**config.mk**
```make
export PLATFORM = sky130hd
export DESIGN_NAME = alu_ctrl
export DESIGN_NICKNAME = d
export VERILOG_FILES = /design/src/rtl/alu_ctrl.sv
export SDC_FILE = /design/constraint.sdc
export NUM_CORES = 1
export LEC_CHECK = 0
export CORE_MARGIN = 2
export CORE_UTILIZATION = 30
export DETAILED_ROUTE_END_ITERATION = 8
export SKIP_LAST_GASP = 1
export SYNTH_ARGS = -nofsm -noshare
export SYNTH_HDL_FRONTEND = slang
export SYNTH_SLANG_ARGS = --single-unit
```
**constraint.sdc**
```tcl
create_clock -name CLK -period 3.2 [get_ports CLK]
set_input_delay 0.64 -clock CLK [delete_from_list [all_inputs] [get_ports CLK]]
set_output_delay 0.64 -clock CLK [all_outputs]
set_load 0.02 [all_outputs]
```
**src/rtl/alu_ctrl.sv**
```systemverilog
//==============================================================================
// Module  : alu_ctrl
// Brief   : Sequencer that loads ALU operands from a shared bus, runs one ALU
//           op, and optionally writes the result back into the accumulator.
// Revision: 1.0 - initial release
//==============================================================================
`default_nettype none

module alu_ctrl #(
  parameter int TIMEOUT = 15,
  parameter bit WB_EN   = 1'b1
) (
  input  logic       CLK,
  input  logic       RST,
  input  logic       START,
  input  logic [2:0] OPC,
  input  logic [7:0] BUS_in,
  input  logic       BUS_VALID,
  output logic [7:0] Acc_out,
  output logic [7:0] Breg_out,
  output logic [2:0] OP,
  output logic       ALU_OE,
  output logic       BUSY,
  output logic       DONE,
  output logic       ERR
);

  typedef enum logic [2:0] {
    S_IDLE  = 3'd0,
    S_LD_A  = 3'd1,
    S_LD_B  = 3'd2,
    S_EXEC  = 3'd3,
    S_DRIVE = 3'd4,
    S_ABORT = 3'd5
  } state_t;

  localparam int               CNT_W     = (TIMEOUT < 2) ? 1 : $clog2(TIMEOUT + 1);
  localparam logic [CNT_W-1:0] C_TIMEOUT = TIMEOUT[CNT_W-1:0];
  localparam logic [CNT_W-1:0] C_ONE     = CNT_W'(1);

  state_t           state_q, state_d;
  logic [7:0]       acc_q,   acc_d;
  logic [7:0]       breg_q,  breg_d;
  logic [2:0]       op_q,    op_d;
  logic [CNT_W-1:0] wait_q,  wait_d;

  logic [CNT_W-1:0] wait_inc;
  logic             timeout_hit;
  logic             op_unary;

  assign wait_inc    = wait_q + C_ONE;
  assign timeout_hit = (TIMEOUT != 0) && !BUS_VALID && (wait_inc == C_TIMEOUT);
  assign op_unary    = (op_q == 3'b010) || (op_q == 3'b011) || (op_q == 3'b100);

  always_comb begin
    state_d = state_q;
    acc_d   = acc_q;
    breg_d  = breg_q;
    op_d    = op_q;
    wait_d  = wait_q;

    unique case (state_q)
      S_IDLE: begin
        if (START) begin
          op_d    = OPC;
          wait_d  = '0;
          state_d = S_LD_A;
        end
      end

      S_LD_A: begin
        if (BUS_VALID) begin
          acc_d   = BUS_in;
          wait_d  = '0;
          state_d = op_unary ? S_EXEC : S_LD_B;
        end else if (timeout_hit) begin
          wait_d  = '0;
          state_d = S_ABORT;
        end else if (TIMEOUT != 0) begin
          wait_d  = wait_inc;
        end
      end

      S_LD_B: begin
        if (BUS_VALID) begin
          breg_d  = BUS_in;
          wait_d  = '0;
          state_d = S_EXEC;
        end else if (timeout_hit) begin
          wait_d  = '0;
          state_d = S_ABORT;
        end else if (TIMEOUT != 0) begin
          wait_d  = wait_inc;
        end
      end

      // Operands and OP held steady; the external ALU registers its result here.
      S_EXEC: begin
        state_d = S_DRIVE;
      end

      // The ALU owns the bus this cycle, so BUS_in is the result.
      S_DRIVE: begin
        if (WB_EN) begin
          acc_d = BUS_in;
        end
        state_d = S_IDLE;
      end

      S_ABORT: begin
        state_d = S_IDLE;
      end

      default: begin
        state_d = S_IDLE;
      end
    endcase
  end

  always_ff @(posedge CLK or posedge RST) begin
    if (RST) begin
      state_q <= S_IDLE;
      acc_q   <= 8'h00;
      breg_q  <= 8'h00;
      op_q    <= 3'b000;
      wait_q  <= '0;
    end else begin
      state_q <= state_d;
      acc_q   <= acc_d;
      breg_q  <= breg_d;
      op_q    <= op_d;
      wait_q  <= wait_d;
    end
  end

  // State-decoded strobes fall with the asynchronous reset of state_q.
  assign ALU_OE   = (state_q == S_DRIVE);
  assign DONE     = (state_q == S_DRIVE);
  assign ERR      = (state_q == S_ABORT);
  assign BUSY     = (state_q != S_IDLE);
  assign Acc_out  = acc_q;
  assign Breg_out = breg_q;
  assign OP       = op_q;

endmodule

`default_nettype wire

```
==> impl_results.md, run 1 <==
- Final instance area: ~1700 sq um
- Mux contribution to synthesized area: 0.194
- Cell Pwr Density: roughly 980 nW/um^2
- Synth top area share: 0.533
- Area leader, netlist: dfrtp_1
- Vias in the first global route: between 800 and 900
- Die Ht: approximately 68 um
- Worst r2r dst: Breg_out[2]
- CTS Buf Count: 3
- Synth Area in XOR/XNOR: 0.0287
- Cell row count: 23
- Area share of fa/ha/maj cells after synthesis: 0.0205
- P_leak: 0.677 nW
- Max_slew headroom: 0.327
- Max Fanout on Critical Path: 12
- Worst Reg2Reg Path Length in Cells: 4
- Worst setup SP type: register
- RSZ-0062 raised after global routing: no
- Via count: 864
- Synthesis-stage register bit count: 26
- Worst Max-Slew Pin Slew: 1010 ps
- Cell count after synthesis: just under 100
- Final Hold Fails: 0
- Placed cell area: approximately 1600 sq um
- Worst setup EP type: output port
- Die width: 67.8 um
- Worst hold path depth: 1
- Fin cells: approximately 190
- Syn Nets: 115
- Seq/Total Area, Yosys: 0.533
- Type of the worst min-delay path: reg2reg
- Initial Util: 0.307
- Mean area per synthesized cell: 12.5 sq um
- Clk buf depth: 2
- Post-CTS setup buffer count: 0
- CTS-repair resized insts: 0
- Final setup vio count: 0
- Mapped Area: around 1200 sq um
- Clock Tree Root: clkbuf_8
- Critical Path RT: ~2600 ps
- Via density: between 4 and 5
- Outcome: complete, no violations
- Final Routed Wirelength: roughly 2.4 mm
- Count leader, synth: dfrtp_1
- DP Cell Count: roughly 180
- DIE AREA: 4600 sq um
- Setup tns final: 0 ps
- Fmax: ~0.41 GHz
- Initial antenna violation count: 0
- Nets: 153
- Largest net degree at the start of global routing: 27
- Worst reg2reg setup slack: 1350 ps
- Hold-fix buffers at CTS: 0
- N_diodes: 0
- Layout Skew: 3.83 ps
- Synth warnings: 0
- DP Worst Slack: between 900 and 1000 ps
- Final ANT Viol Nets: 0
- R2R Path Start: state_q[1]
- Synth-to-layout area growth: 37.2%
- Maximum VDD drop: approximately 0.00039 V
- FILL cells: ~390
- Simple-gate portion of the synthesized area: 0.118
- First-pass GRT wire length: 3.96 mm
- Clock Latency Late Sink: between 200 and 300 ps
- EDFF count, synth: 0
- Top cells by area, synth: dfrtp_1, mux2_2, nand2_1
- Worst EP arrival: 1830 ps
- Critical path class: reg2out
- Pre-antenna DRT Iters: 4
- CTS tree: done
- DR DRC count: 0
- PortBufs: 37
- Routed wire per std cell: 12.9 um
- Commonest cells post-synth: dfrtp_1, mux2_2, nand2_1
- Clock-pin slew on the worst setup and hold paths: ~90 ps
- GR Util All Layers: 0.113
- Htree depth: 1
- Post-synth cell types: 29
- Setup WS post-layout: between 700 and 800 ps
- Main synth FF type: dfrtp_1
- HPWL after DPL: 1.82 mm
- Final Wtd Congestion: between 0.6 and 0.7
- Critical Path End: DONE
- Synth Area in Compound Gates: 0.0666
- # clock sinks: 26
- DRT iter0 DRCs: 9
- Asr flop ratio synth: 1.00
- # IOs: 38
- Slew Limit Fails: 0
- Grt ovf: 0
- Min Tclk post-route: 2470 ps
- Max Cap Viol: 0
- Layout cells sized above 1: 0.215
- Largest family of logic cells by synthesized area: multiplexers
- Tcrit/Tclk final: 0.771
- Core area: 3970 sq um
- Crit. Startpoint: state_q[1]
-- routing by layer --
metal	vias to the layer above	GRT usage	wire length (um)
li1	415	-	-
met1	421	0.150	1070
met2	28	0.176	1120
met3	0	0.0417	211
met4	0	0.0225	0
met5	-	0	0
-- placed cells by master (no fill, tap or decap), drive strengths merged, types with 2 or more instances in the layout --
cell type       n
clkdlybuf4s50  37
dfrtp          26
mux2           21
nor2            8
nand2           7
o21ai           5
inv             4
clkbuf          4
xnor2           3
nand3           2
a21oi           2
nor3b           2
ha              2
-- state kept, by name (all words and copies together) (netlist names) --
register and count:
Acc_out 8, OP 3, wait_q 4, Breg_out 8, state_q 3
-- layout make-up --
type                            count  area (sq um)  area share
Sequential cell                    26           651       0.388
Multi-Input combinational cell     64           522       0.311
Timing Repair Buffer               37           370       0.221
Tap cell                           50          62.6      0.0373
Clock buffer                        4          55.1      0.0329
Inverter                            4          15.0     0.00896
-- report_power, final --
| part | switching (W) | leakage (nW) | internal [W] |
|---|---|---|---|
| clock network | 0.000100 | 0.0288 | 0.000110 |
| registers | 0.000128 | 0.318 | 0.000477 |
| logic | 0.000377 | 0.330 | 0.000451 |
-- stage by stage --
stage,hold slack [ps],total power [W],utilization
2_1_floorplan,500,0.00111,-
3_3_place_gp,490,0.00143,0.408
3_5_place_dp,496,0.00145,0.408
4_1_cts,517,0.00167,0.422
5_1_grt,529,0.00175,0.422
6_report,511,0.00164,0.422
-- worst min-delay path by stage --
stage	start	end	slack [ps]
after CTS	Breg_out[0]	Breg_out[0]	520
after detailed placement	Breg_out[0]	Breg_out[0]	500
final	Acc_out[3]	Acc_out[3]	510
after global placement	Breg_out[0]	Breg_out[0]	490
after floorplan	wait_q[1]	wait_q[1]	500
after global routing	Breg_out[0]	Breg_out[0]	530
-- worst max-delay path, stage by stage, from the launching register on --
cell	delay (ps)
dfrtp_1	570
nor3b_1	340
clkdlybuf4s50_1	660
-- cells by family (layout without fill, tap and decap cells) --
family	Yosys count	count (layout)
compound gates	13	13
xor+xnor	4	4
fa+ha+maj	2	2
buf+inv	8	45
flops	26	26
mux	21	21
simple gates	24	24
Note: power is estimated with default switching activity, not from simulation.
==> run 2: changes to the inputs <==
- clock period: 3.2 -> 2.26 ns (I/O delays scaled with it)
==> impl_results.md, run 2 (synthesis gave the netlist of run 1 again) <==
- Most common library cell in the layout ignoring fill and taps: clkdlybuf4s50_1
- Synth-to-layout area growth: 39.4%
- Worst setup SP type: register
- Core area: slightly below 4000 sq um
- # clock sinks: 26
- HPWL after DPL: ~1.8 mm
- Max Cap Viol: 0
- Crit path cell chain: or3_4, clkdlybuf4s50_1
- Initial Util: 0.307
- Die width: just under 70 um
- Outcome: complete, no violations
- # IOs: 38
- Critical Path RT: 1810 ps
- Worst EP arrival: 1700 ps
- Type of the worst min-delay path: reg2reg
- Clock-pin slew on the worst setup and hold paths: 90 ps
- Final Wtd Congestion: 0.679
- Setup tns final: 0 ps
- Grt ovf: 0
- Min Tclk post-route: about 2200 ps
- Cell row count: 23
- Max stage delay on crit path: between 500 and 600 ps
- Worst path buffer plus inverter count: 1
- Setup WS post-layout: 108 ps
- Placed cell area: 1640 sq um
- Worst r2r dst: Breg_out[0]
- Clk buf depth: 2
- Clock Tree Root: clkbuf_8
- CTS Buf Count: 3
- Nets: roughly 160
- Layout cells sized above 1: 0.232
- PortBufs: 37
- Final ANT Viol Nets: 0
- Worst hold path depth: 1
- Tcrit/Tclk final: 0.952
- DRT iter0 DRCs: 41
- Largest net degree at the start of global routing: 27
- Worst setup EP type: output port
- DR DRC count: 0
- Via density: 4.62
- Clock Latency Late Sink: 270 ps
- DIE AREA: 4600 sq um
- Total power: 0.00235 W
- Min-delay src: Breg_out[0]
- Delay-heaviest family, CP: buffers and inverters
- Max_slew headroom: 0.648
- Final Hold Fails: 0
- DP Worst Slack: 167 ps
- Critical path class: reg2out
- Routed wire per std cell: between 10 and 15 um
- Layout Skew: 8.09 ps
- R2R Path Start: state_q[0]
- Slew Limit Fails: 0
- Htree depth: 1
- CTS tree: done
- Hold Path Sink: Breg_out[0]
- Die Ht: ~68 um
- Final instance area: 1700 sq um
- Vias in the first global route: slightly above 900
- Post-CTS setup buffer count: 0
- Fmax: approximately 0.46 GHz
- Cell Pwr Density: 1380 nW/um^2
- Final Routed Wirelength: 2.39 mm
- N_diodes: 0
- P_leak: 0.728 nW
- FILL cells: 376
- Max Fanout on Critical Path: 12
- GR Util All Layers: 0.118
- Worst Reg2Reg Path Length in Cells: 4
- Worst reg2reg setup slack: 520 ps
- Crit. Startpoint: state_q[0]
- First-pass GRT wire length: 4.09 mm
- Slowest cell on crit path: clkdlybuf4s50_1
- Final setup vio count: 0
- Pre-antenna DRT Iters: 4
- Maximum VDD drop: 0.000532 V
- RSZ-0062 raised after global routing: no
- Initial antenna violation count: 0
- Worst Max-Slew Pin Slew: 524 ps
- Via count: 868
- Commonest cells after routing, fill and taps aside: clkdlybuf4s50_1, dfrtp_1, mux2_2
run 2: timing repair:
action | CTS | global route
hold buffers | 0 | 0
gates resized for setup | 0 | 2
setup endpoints to repair | 0 | 2
run 2: stage by stage:
| stage | hold WS, ps | util | instances |
|---|---|---|---|
| 2_1_floorplan | 492 | - | 98 |
| 3_3_place_gp | 490 | 0.414 | 184 |
| 3_5_place_dp | 496 | 0.414 | 184 |
| 4_1_cts | 516 | 0.428 | 188 |
| 5_1_grt | 528 | 0.429 | 188 |
| 6_report | 510 | 0.429 | 188 |
run 2: how the worst max path moves through the flow:
stage / end / slack, ps / cells past startpoint
2_1_floorplan: DONE / 410 / 3
3_3_place_gp: Acc_out[3] / 220 / 5
3_5_place_dp: Acc_out[6] / 170 / 5
4_1_cts: DONE / 50 / 2
5_1_grt: BUSY / 40 / 2
6_report: BUSY / 110 / 2
run 2: cell type report:
class,instances,area (sq um),area share
Clock buffer,4,55.1,0.0323
Timing Repair Buffer,40,398,0.234
Sequential cell,26,651,0.382
Inverter,4,15.0,0.00882
Tap cell,50,62.6,0.0367
Multi-Input combinational cell,64,522,0.306
run 2: worst reg2reg max path: cells and delay by family (launching register included):
family           cells  cell delay, ps
AND/OR/NAND/NOR      3             720
flip-flops           1             510
multiplexers         1             390
run 2: metal layers:
layer	vias up	track usage	routed length [um]
met1	414	0.162	1100
met3	0	0.0267	154
met2	32	0.190	1140
li1	422	-	-
met4	0	0.0300	0
met5	-	0	0
run 2: power breakdown:
group          leakage, nW  total, W  internal, W  switching [W]
Sequential           0.318  0.000828     0.000676       0.000152
Combinational        0.381   0.00123     0.000654       0.000571
Clock               0.0288  0.000295     0.000155       0.000140
Total                0.728   0.00235      0.00149       0.000863
